--- config.mk ---
export PLATFORM = sky130hd
export DESIGN_NAME = s3g_tx_flat
export DESIGN_NICKNAME = d
export VERILOG_FILES = /design/src/rtl/s3g_tx_if.sv /design/src/rtl/s3g_tx.sv /design/src/flat_wrapper.sv
export SDC_FILE = /design/constraint.sdc
export NUM_CORES = 2
export LEC_CHECK = 0
export ABC_AREA = 1
export BUFFER_PORTS_ARGS = -buffer_cell sky130_fd_sc_hd__buf_2
export CORE_ASPECT_RATIO = 1.25
export CORE_MARGIN = 3
export CORE_UTILIZATION = 50
export CTS_BUF_LIST = sky130_fd_sc_hd__clkbuf_16
export CTS_CLUSTER_DIAMETER = 50
export CTS_CLUSTER_SIZE = 12
export DETAILED_ROUTE_END_ITERATION = 16
export PLACE_DENSITY = 0.65
export REMOVE_ABC_BUFFERS = 1
export SLEW_MARGIN = 20
export SYNTH_ARGS = -nofsm -noshare
export SYNTH_HDL_FRONTEND = slang
export SYNTH_SLANG_ARGS = --single-unit
--- constraint.sdc ---
create_clock -name clk -period 2.15 [get_ports clk]
set_input_delay 0.43 -clock clk [delete_from_list [all_inputs] [get_ports clk]]
set_output_delay 0.43 -clock clk [all_outputs]
set_load 0.01 [all_outputs]
--- src/rtl/s3g_tx_if.sv ---
// s3g_tx_if: payload-buffer write port, send request and dual-UART byte handshake
interface s3g_tx_if;
    logic       wr_en;
    logic [7:0] wr_addr;
    logic [7:0] wr_data;
    logic       send;
    logic [7:0] send_len;
    logic       send_dst;
    logic [7:0] tx_data;
    logic       tx1_start;
    logic       tx1_busy;
    logic       tx2_start;
    logic       tx2_busy;
    logic       busy;
    logic       packet_sent;
    logic       send_reject;

    modport master (
        output wr_en, wr_addr, wr_data, send, send_len, send_dst, tx1_busy, tx2_busy,
        input  tx_data, tx1_start, tx2_start, busy, packet_sent, send_reject
    );

    modport slave (
        input  wr_en, wr_addr, wr_data, send, send_len, send_dst, tx1_busy, tx2_busy,
        output tx_data, tx1_start, tx2_start, busy, packet_sent, send_reject
    );
endinterface

--- src/rtl/s3g_tx.sv ---
// s3g_tx: frames buffered payload as D5,len,data,crc8-maxim and feeds it byte-wise to one of two UARTs
module s3g_tx (
    input logic    clk,
    input logic    rst,
    s3g_tx_if.slave bus
);
    typedef enum logic [2:0] {S_IDLE, S_SYNC, S_LEN, S_DATA, S_CRC} state_t;

    state_t     state_q, state_d;
    logic [7:0] mem [256];
    logic [7:0] rd_q;
    logic [7:0] len_q, len_d, addr_q, addr_d, crc_q, crc_d, tx_data_q, tx_data_d, byte_sel;
    logic       dst_q, dst_d, start_q, guard_q, sent_q, sent_d, reject_q, reject_d;
    logic       sel_busy, issue, last;

    function automatic logic [7:0] crc8(input logic [7:0] c, input logic [7:0] b);
        logic [7:0] r;
        r = c ^ b;
        for (int i = 0; i < 8; i++) r = r[0] ? ((r >> 1) ^ 8'h8C) : (r >> 1);
        return r;
    endfunction

    assign sel_busy = dst_q ? bus.tx2_busy : bus.tx1_busy;
    // start_q blocks the cycle the UART has not yet raised busy; guard_q covers the buffer read latency
    assign issue    = (state_q inside {S_SYNC, S_LEN, S_DATA, S_CRC}) && !sel_busy && !start_q && !guard_q;
    assign last     = addr_q == len_q - 8'd1;
    assign byte_sel = state_q == S_SYNC ? 8'hD5 :
                      state_q == S_LEN  ? len_q :
                      state_q == S_DATA ? rd_q  : crc_q;

    assign bus.tx_data     = tx_data_q;
    assign bus.tx1_start   = start_q & ~dst_q;
    assign bus.tx2_start   = start_q & dst_q;
    assign bus.busy        = state_q != S_IDLE;
    assign bus.packet_sent = sent_q;
    assign bus.send_reject = reject_q;

    // payload buffer: writes in any state, including reset; registered read of the current address
    always_ff @(posedge clk) begin
        if (bus.wr_en) mem[bus.wr_addr] <= bus.wr_data;
        rd_q <= mem[addr_q];
    end

    // next-state and issue decisions
    always_comb begin
        state_d   = state_q;
        len_d     = len_q;
        dst_d     = dst_q;
        addr_d    = addr_q;
        crc_d     = crc_q;
        sent_d    = 1'b0;
        reject_d  = 1'b0;
        tx_data_d = issue ? byte_sel : tx_data_q;
        case (state_q)
            S_IDLE: if (bus.send) begin
                if (bus.send_len != 8'd0) begin
                    state_d = S_SYNC;
                    len_d   = bus.send_len;
                    dst_d   = bus.send_dst;
                    crc_d   = 8'h00;
                    addr_d  = 8'd0;
                end else begin
                    reject_d = 1'b1;
                end
            end
            S_SYNC: if (issue) state_d = S_LEN;
            S_LEN:  if (issue) state_d = S_DATA;
            S_DATA: if (issue) begin
                crc_d   = crc8(crc_q, rd_q);
                addr_d  = last ? addr_q : addr_q + 8'd1;
                state_d = last ? S_CRC : S_DATA;
            end
            S_CRC:  if (issue) begin
                state_d = S_IDLE;
                sent_d  = 1'b1;
            end
            default: state_d = S_IDLE;
        endcase
    end

    // state and output registers
    always_ff @(posedge clk) begin
        if (rst) begin
            state_q   <= S_IDLE;
            len_q     <= 8'd0;
            dst_q     <= 1'b0;
            addr_q    <= 8'd0;
            crc_q     <= 8'h00;
            tx_data_q <= 8'h00;
            start_q   <= 1'b0;
            guard_q   <= 1'b0;
            sent_q    <= 1'b0;
            reject_q  <= 1'b0;
        end else begin
            state_q   <= state_d;
            len_q     <= len_d;
            dst_q     <= dst_d;
            addr_q    <= addr_d;
            crc_q     <= crc_d;
            tx_data_q <= tx_data_d;
            start_q   <= issue;
            guard_q   <= start_q;
            sent_q    <= sent_d;
            reject_q  <= reject_d;
        end
    end
endmodule

--- src/flat_wrapper.sv ---
// flat-port wrapper written by rule: the top's interface ports become plain ports
module s3g_tx_flat 
  (clk, rst, bus_wr_en, bus_wr_addr, bus_wr_data, bus_send, bus_send_len, bus_send_dst, bus_tx1_busy, bus_tx2_busy, bus_tx_data, bus_tx1_start, bus_tx2_start, bus_busy, bus_packet_sent, bus_send_reject);
  s3g_tx_if bus_i ();
  input logic clk;
  input logic rst;
  input wire logic [$bits(bus_i.wr_en)-1:0] bus_wr_en;
  input wire logic [$bits(bus_i.wr_addr)-1:0] bus_wr_addr;
  input wire logic [$bits(bus_i.wr_data)-1:0] bus_wr_data;
  input wire logic [$bits(bus_i.send)-1:0] bus_send;
  input wire logic [$bits(bus_i.send_len)-1:0] bus_send_len;
  input wire logic [$bits(bus_i.send_dst)-1:0] bus_send_dst;
  input wire logic [$bits(bus_i.tx1_busy)-1:0] bus_tx1_busy;
  input wire logic [$bits(bus_i.tx2_busy)-1:0] bus_tx2_busy;
  output wire logic [$bits(bus_i.tx_data)-1:0] bus_tx_data;
  output wire logic [$bits(bus_i.tx1_start)-1:0] bus_tx1_start;
  output wire logic [$bits(bus_i.tx2_start)-1:0] bus_tx2_start;
  output wire logic [$bits(bus_i.busy)-1:0] bus_busy;
  output wire logic [$bits(bus_i.packet_sent)-1:0] bus_packet_sent;
  output wire logic [$bits(bus_i.send_reject)-1:0] bus_send_reject;
  assign bus_i.wr_en = bus_wr_en;
  assign bus_i.wr_addr = bus_wr_addr;
  assign bus_i.wr_data = bus_wr_data;
  assign bus_i.send = bus_send;
  assign bus_i.send_len = bus_send_len;
  assign bus_i.send_dst = bus_send_dst;
  assign bus_i.tx1_busy = bus_tx1_busy;
  assign bus_i.tx2_busy = bus_tx2_busy;
  assign bus_tx_data = bus_i.tx_data;
  assign bus_tx1_start = bus_i.tx1_start;
  assign bus_tx2_start = bus_i.tx2_start;
  assign bus_busy = bus_i.busy;
  assign bus_packet_sent = bus_i.packet_sent;
  assign bus_send_reject = bus_i.send_reject;
  s3g_tx u_core (.clk(clk), .rst(rst), .bus(bus_i));
endmodule
---- After elaboration in Yosys (flattened, before gate mapping) ----
Memories as Yosys holds them, arrays and structs flattened. A register that Yosys moved wholly into a read port is not among the register bits.
Cells that the tools add are included.
operators by class
  reductions and logical operators ........ 17
  bitwise logic cells ..................... 15
  muxes and demuxes ....................... 31
  add/sub/neg operators ................... 2
  equality and inequality tests ........... 12
operators with widths
  operator               count
  $mux W8                16
  $pmux W8 S2            2
  $not A2 Y3             8
  $mux W3                7
  $pmux W3 S5            1
  $ne A2 B1 Y1 const B   5
  $add A8 B1 Y8 const B  1
  $eq A8 B8 Y1           1
  $reduce_bool A8 Y1     1
  $sub A8 B1 Y8 const B  1
  $xor A8 B8 Y8          1
  $eq A3 B2 Y1 const B   2
  $reduce_and A6 Y1      1
  $mux W1                5
  $reduce_and A5 Y1      1
  $ne A2 B2 Y1 const B   2
  $not A1 Y1             4
  $reduce_and A4 Y1      1
  $reduce_bool A4 Y1     1
  $eq A3 B1 Y1 const B   1
  $eq A3 B3 Y1 const B   1
  $logic_and A1 B1 Y1    3
  $logic_not A1 Y1       3
  $logic_not A3 Y1       1
  other kinds (6)        7
storage, ports and cells
  word-level logic and storage cells ...... 88
  input port bits ......................... 31
  flip-flop bits (word level) ............. 40
  memories kept ........................... 1
  bits in writable memories ............... 2048
memories
  name        depth  width  read ports  clocked after Yosys merged registers in  write ports  line          text
  u_core.mem  256    8      1           1                                        1            s3g_tx.sv:10  logic [7:0] mem [256];

---- Longest topological paths before layout ----
  depth after elaboration ................. 19
  mapped depth ............................ 18
  mapped depth without buffers ............ 15

---- Worst setup path before layout ----
OpenSTA, ideal clock, no wires.
  path type ............................... input to register
  start point ............................. input port bus_wr_en
  end point ............................... memory u_core.mem[162][0] (enable)
  setup time .............................. 0.370 ns
  arrival ................................. 1.551 ns
  stages on the path ...................... 4
  setup slack ............................. 0.229 ns
  path buffers ............................ 2
  data required time ...................... 1.780 ns
  path through ............................ clkbuf_1 nand3_1 clkbuf_1 nor2_1
on the way
  longest elaborated chain between the ends .. 2
RTL lines
  element                        line               text
  start: declaration             flat_wrapper.sv:7  input wire logic [$bits(bus_i.wr_en)-1:0] bus_wr_en;
  $mux W1                        s3g_tx.sv:40       if (bus.wr_en) mem[bus.wr_addr] <= bus.wr_data;
  $mux W1 (not written as such)  s3g_tx.sv:40
  end: declaration               s3g_tx.sv:10
No other way between the ends.

==> impl_metrics.tcl <==
set metrics [dict create \
    layout-drive-gt1-share 0.146 \
    routed-via-count 63200 \
    final_antenna_net_count 0 \
    syn_avg_cell_area_sq_um 10.8 \
    final_cell_area_sq_mm 0.105 \
    postSynthCellCount 8181 \
    layout_setup_ws_ns -0.244 \
    slew_headroom 0.520 \
    fin_crit_sh 1.11 \
    grt_pass1_wl_mm 387 \
    nets 8857 \
    p_leak_nw 40.4 \
    synthArstFlopShare 0 \
    cts_tree "done" \
    routed_wl_mm 262 \
    tightest_slew_ns 0.720 \
    cts_max_path_buffers 3 \
    gp_congestion 0.897 \
    antenna_found_initial 6 \
    rsz0062_at_grt "yes" \
    num-fill-cells 13900 \
    cp-start-kind "flip-flop" \
    grt_pass1_vias 61800 \
    violations "setup timing" \
    core_sq_mm 0.175 \
    path_delay_family "buffers and inverters" \
    drt_iter0_markers 7093 \
    die_area_sq_mm 0.181 \
    clock_sinks 2096 \
    setup_viol 8 \
    rows 171 \
    final.setup_skew_ns 0.0328 \
    hp-class "primary input to flip-flop" \
    yosys_warnings 0 \
    path_cells "buf_12 -> buf_16 -> buf_16 -> buf_8 -> nand2_1 -> nand2_1 -> nand2_1 -> nand3_1 -> nand3_1 -> a21oi_1 -> buf_4 -> nor2_4 -> nand2_4 -> nand3_4 -> nand2_4" \
    drv_slew 0 \
    ys_seq_elements 2096 \
    finalPower_mw 105 \
    overflow 0 \
    synthesis.area_sq_mm 0.0882 \
    outcome "finished with violations" \
    synth_edf_count 2048 \
    cts-root-buf "clkbuf_16" \
    cpPeakStageDelay_ns 0.46 \
    fin_util 0.601 \
    dieWidth_microns 382 \
    grt_max_degree 112 \
    initial_utilization 0.505 \
    power_density_mw_per_mm2 1000 \
    io_pins 44 \
    crit_top_cell "nand2_1" \
    yosys.cell_types.count 35 \
    post-dp-hpwl_mm 159 \
    irDropWorstVdd_mv 0.945 \
    clk_pin_slew_ns 0.06 \
    area_growth_pct 19.0 \
    fin_tns_setup_ns -1.61 \
    drc 0 \
    vias_per_cell 5.62 \
    htree_levels 4 \
    critical_path_buf_inv_count 5 \
    maxCapViolations 0 \
    slowest_stage "dfxtp_4" \
    cp.required_ns 2.94 \
    first_pass_iters 6 \
    criticalPathCategory "flip-flop to flip-flop" \
    arrival_ns 3.18 \
    postPlaceCellArea_sq_mm 0.0966 \
    fin_crit_ns 2.39 \
    insertion_delay_ns 0.84 \
    io_buffers 43 \
    numCtsBuffers 202 \
    synth-main-ff-cell "edfxtp_1" \
    finalHoldViolations 0 \
    wl_per_cell_microns 23.3 \
    grt_util_all_layers 0.285 \
    yosysSeqAreaShare 0.708 \
    clock.fmax_mhz 418 \
    fp.dieH_microns 475 \
    cp_max_fo 11 \
    worst_setup_path_end_kind "flip-flop" \
]
==> registers in the layout, indices dropped and copies added, names as in the netlist, 3 cells and up <==
| name | flops |
|---|---|
| u_core.crc_q | 8 |
| u_core.mem | 2048 |
| u_core.bus.tx_data | 8 |
| u_core.rd_q | 8 |
| u_core.len_q | 8 |
| u_core.addr_q | 8 |
| u_core.state_q | 3 |
==> final timing paths <==
kind,from,end,slack [ns],cells past startpoint
min,bus_wr_data[0],u_core.mem[65][0],0.04,1
max,u_core.addr_q[0],u_core.rd_q[0],-0.24,15
max reg2reg,u_core.addr_q[0],u_core.rd_q[0],-0.24,15
min reg2reg,u_core.bus.tx_data[5],u_core.bus.tx_data[5],0.47,2
==> layout by cell type, fill, tap and decap left out, types with 120 or more instances in the layout <==
cell	instances
clkbuf_16	212
inv_1	609
a21oi_1	120
nor2_1	1353
nand2_1	2044
buf_12	137
edfxtp_1	2048
buf_4	625
o21ai_0	593
nand3_1	609
==> cells in the mapped netlist, types with 10 or more instances <==
master	count	share of area
buf_4	45	0.0038
clkbuf_1	195	0.0083
inv_1	568	0.024
buf_6	14	0.0018
dfxtp_1	48	0.011
xor2_1	11	0.0011
o211ai_1	104	0.0089
nand3_1	656	0.037
o21ai_0	606	0.034
buf_2	166	0.0094
or2_2	13	0.00092
buf_1	48	0.0020
a21oi_1	137	0.0078
edfxtp_1	2048	0.70
nor2_1	1378	0.059
nand2_1	2099	0.089
xnor2_1	10	0.00099
==> kinds of logic after synthesis <==
group                    Yosys count  share of synthesized area
AO/OA/AOI/OAI                    858                     0.0519
XOR/XNOR                          21                    0.00209
adder cells (fa/ha/maj)            2                   0.000284
buffers and inverters           1043                     0.0499
flip-flops                      2096                      0.708
AND/OR/NAND/NOR                 4161                      0.187
==> where the power goes <==
part	switching [mW]	total, mW	leakage, nW	internal, mW
registers	0.365	45.5	18.8	45.1
clock network	14.7	31.8	2.90	17.2
logic	17.3	27.8	18.7	10.5
total	32.3	105	40.4	72.8
==> routing by layer <==
metal  GRT usage  wire (microns)
met5           0              47
met4       0.140           13400
met3      0.0497           22500
met2       0.481          129000
met1       0.357           97100
==> cell type report <==
type | instances | area [sq um] | area share
inverters | 575 | 2200 | 0.0210
multi-input cells | 5042 | 22000 | 0.210
clock buffers | 208 | 5200 | 0.0496
repair inverters | 1 | 16.3 | 0.000155
diodes | 4 | 10.0 | 0.0000954
repair buffers | 906 | 9720 | 0.0927
flip-flops and latches | 2096 | 62500 | 0.595
clock inverters | 72 | 395 | 0.00377
well taps | 2335 | 2920 | 0.0278
==> what timing repair did <==
| item | in CTS | in global routing |
|---|---|---|
| endpoints found under the hold margin | 92 | 0 |
| buffers inserted | 56 | 2 |
| pin swaps | 41 | 9 |
| hold buffers | 19 | 0 |
| gates resized for setup | 222 | 62 |
| gates cloned | 25 | 4 |
| endpoints found under the setup margin | 19 | 21 |
==> metrics by stage <==
| step | instances | setup WS [ns] | hold slack (ns) |
|---|---|---|---|
| after detailed placement | 10800 | -0.698 | 0.458 |
| after global routing | 11200 | -0.314 | 0.0264 |
| after floorplan | 7713 | -54.60 | 0.438 |
| final | 11200 | -0.244 | 0.0430 |
| after CTS | 11200 | -0.170 | 0.00354 |
| after global placement | 10800 | -0.701 | 0.456 |
Power figures use the tool's default switching activity.
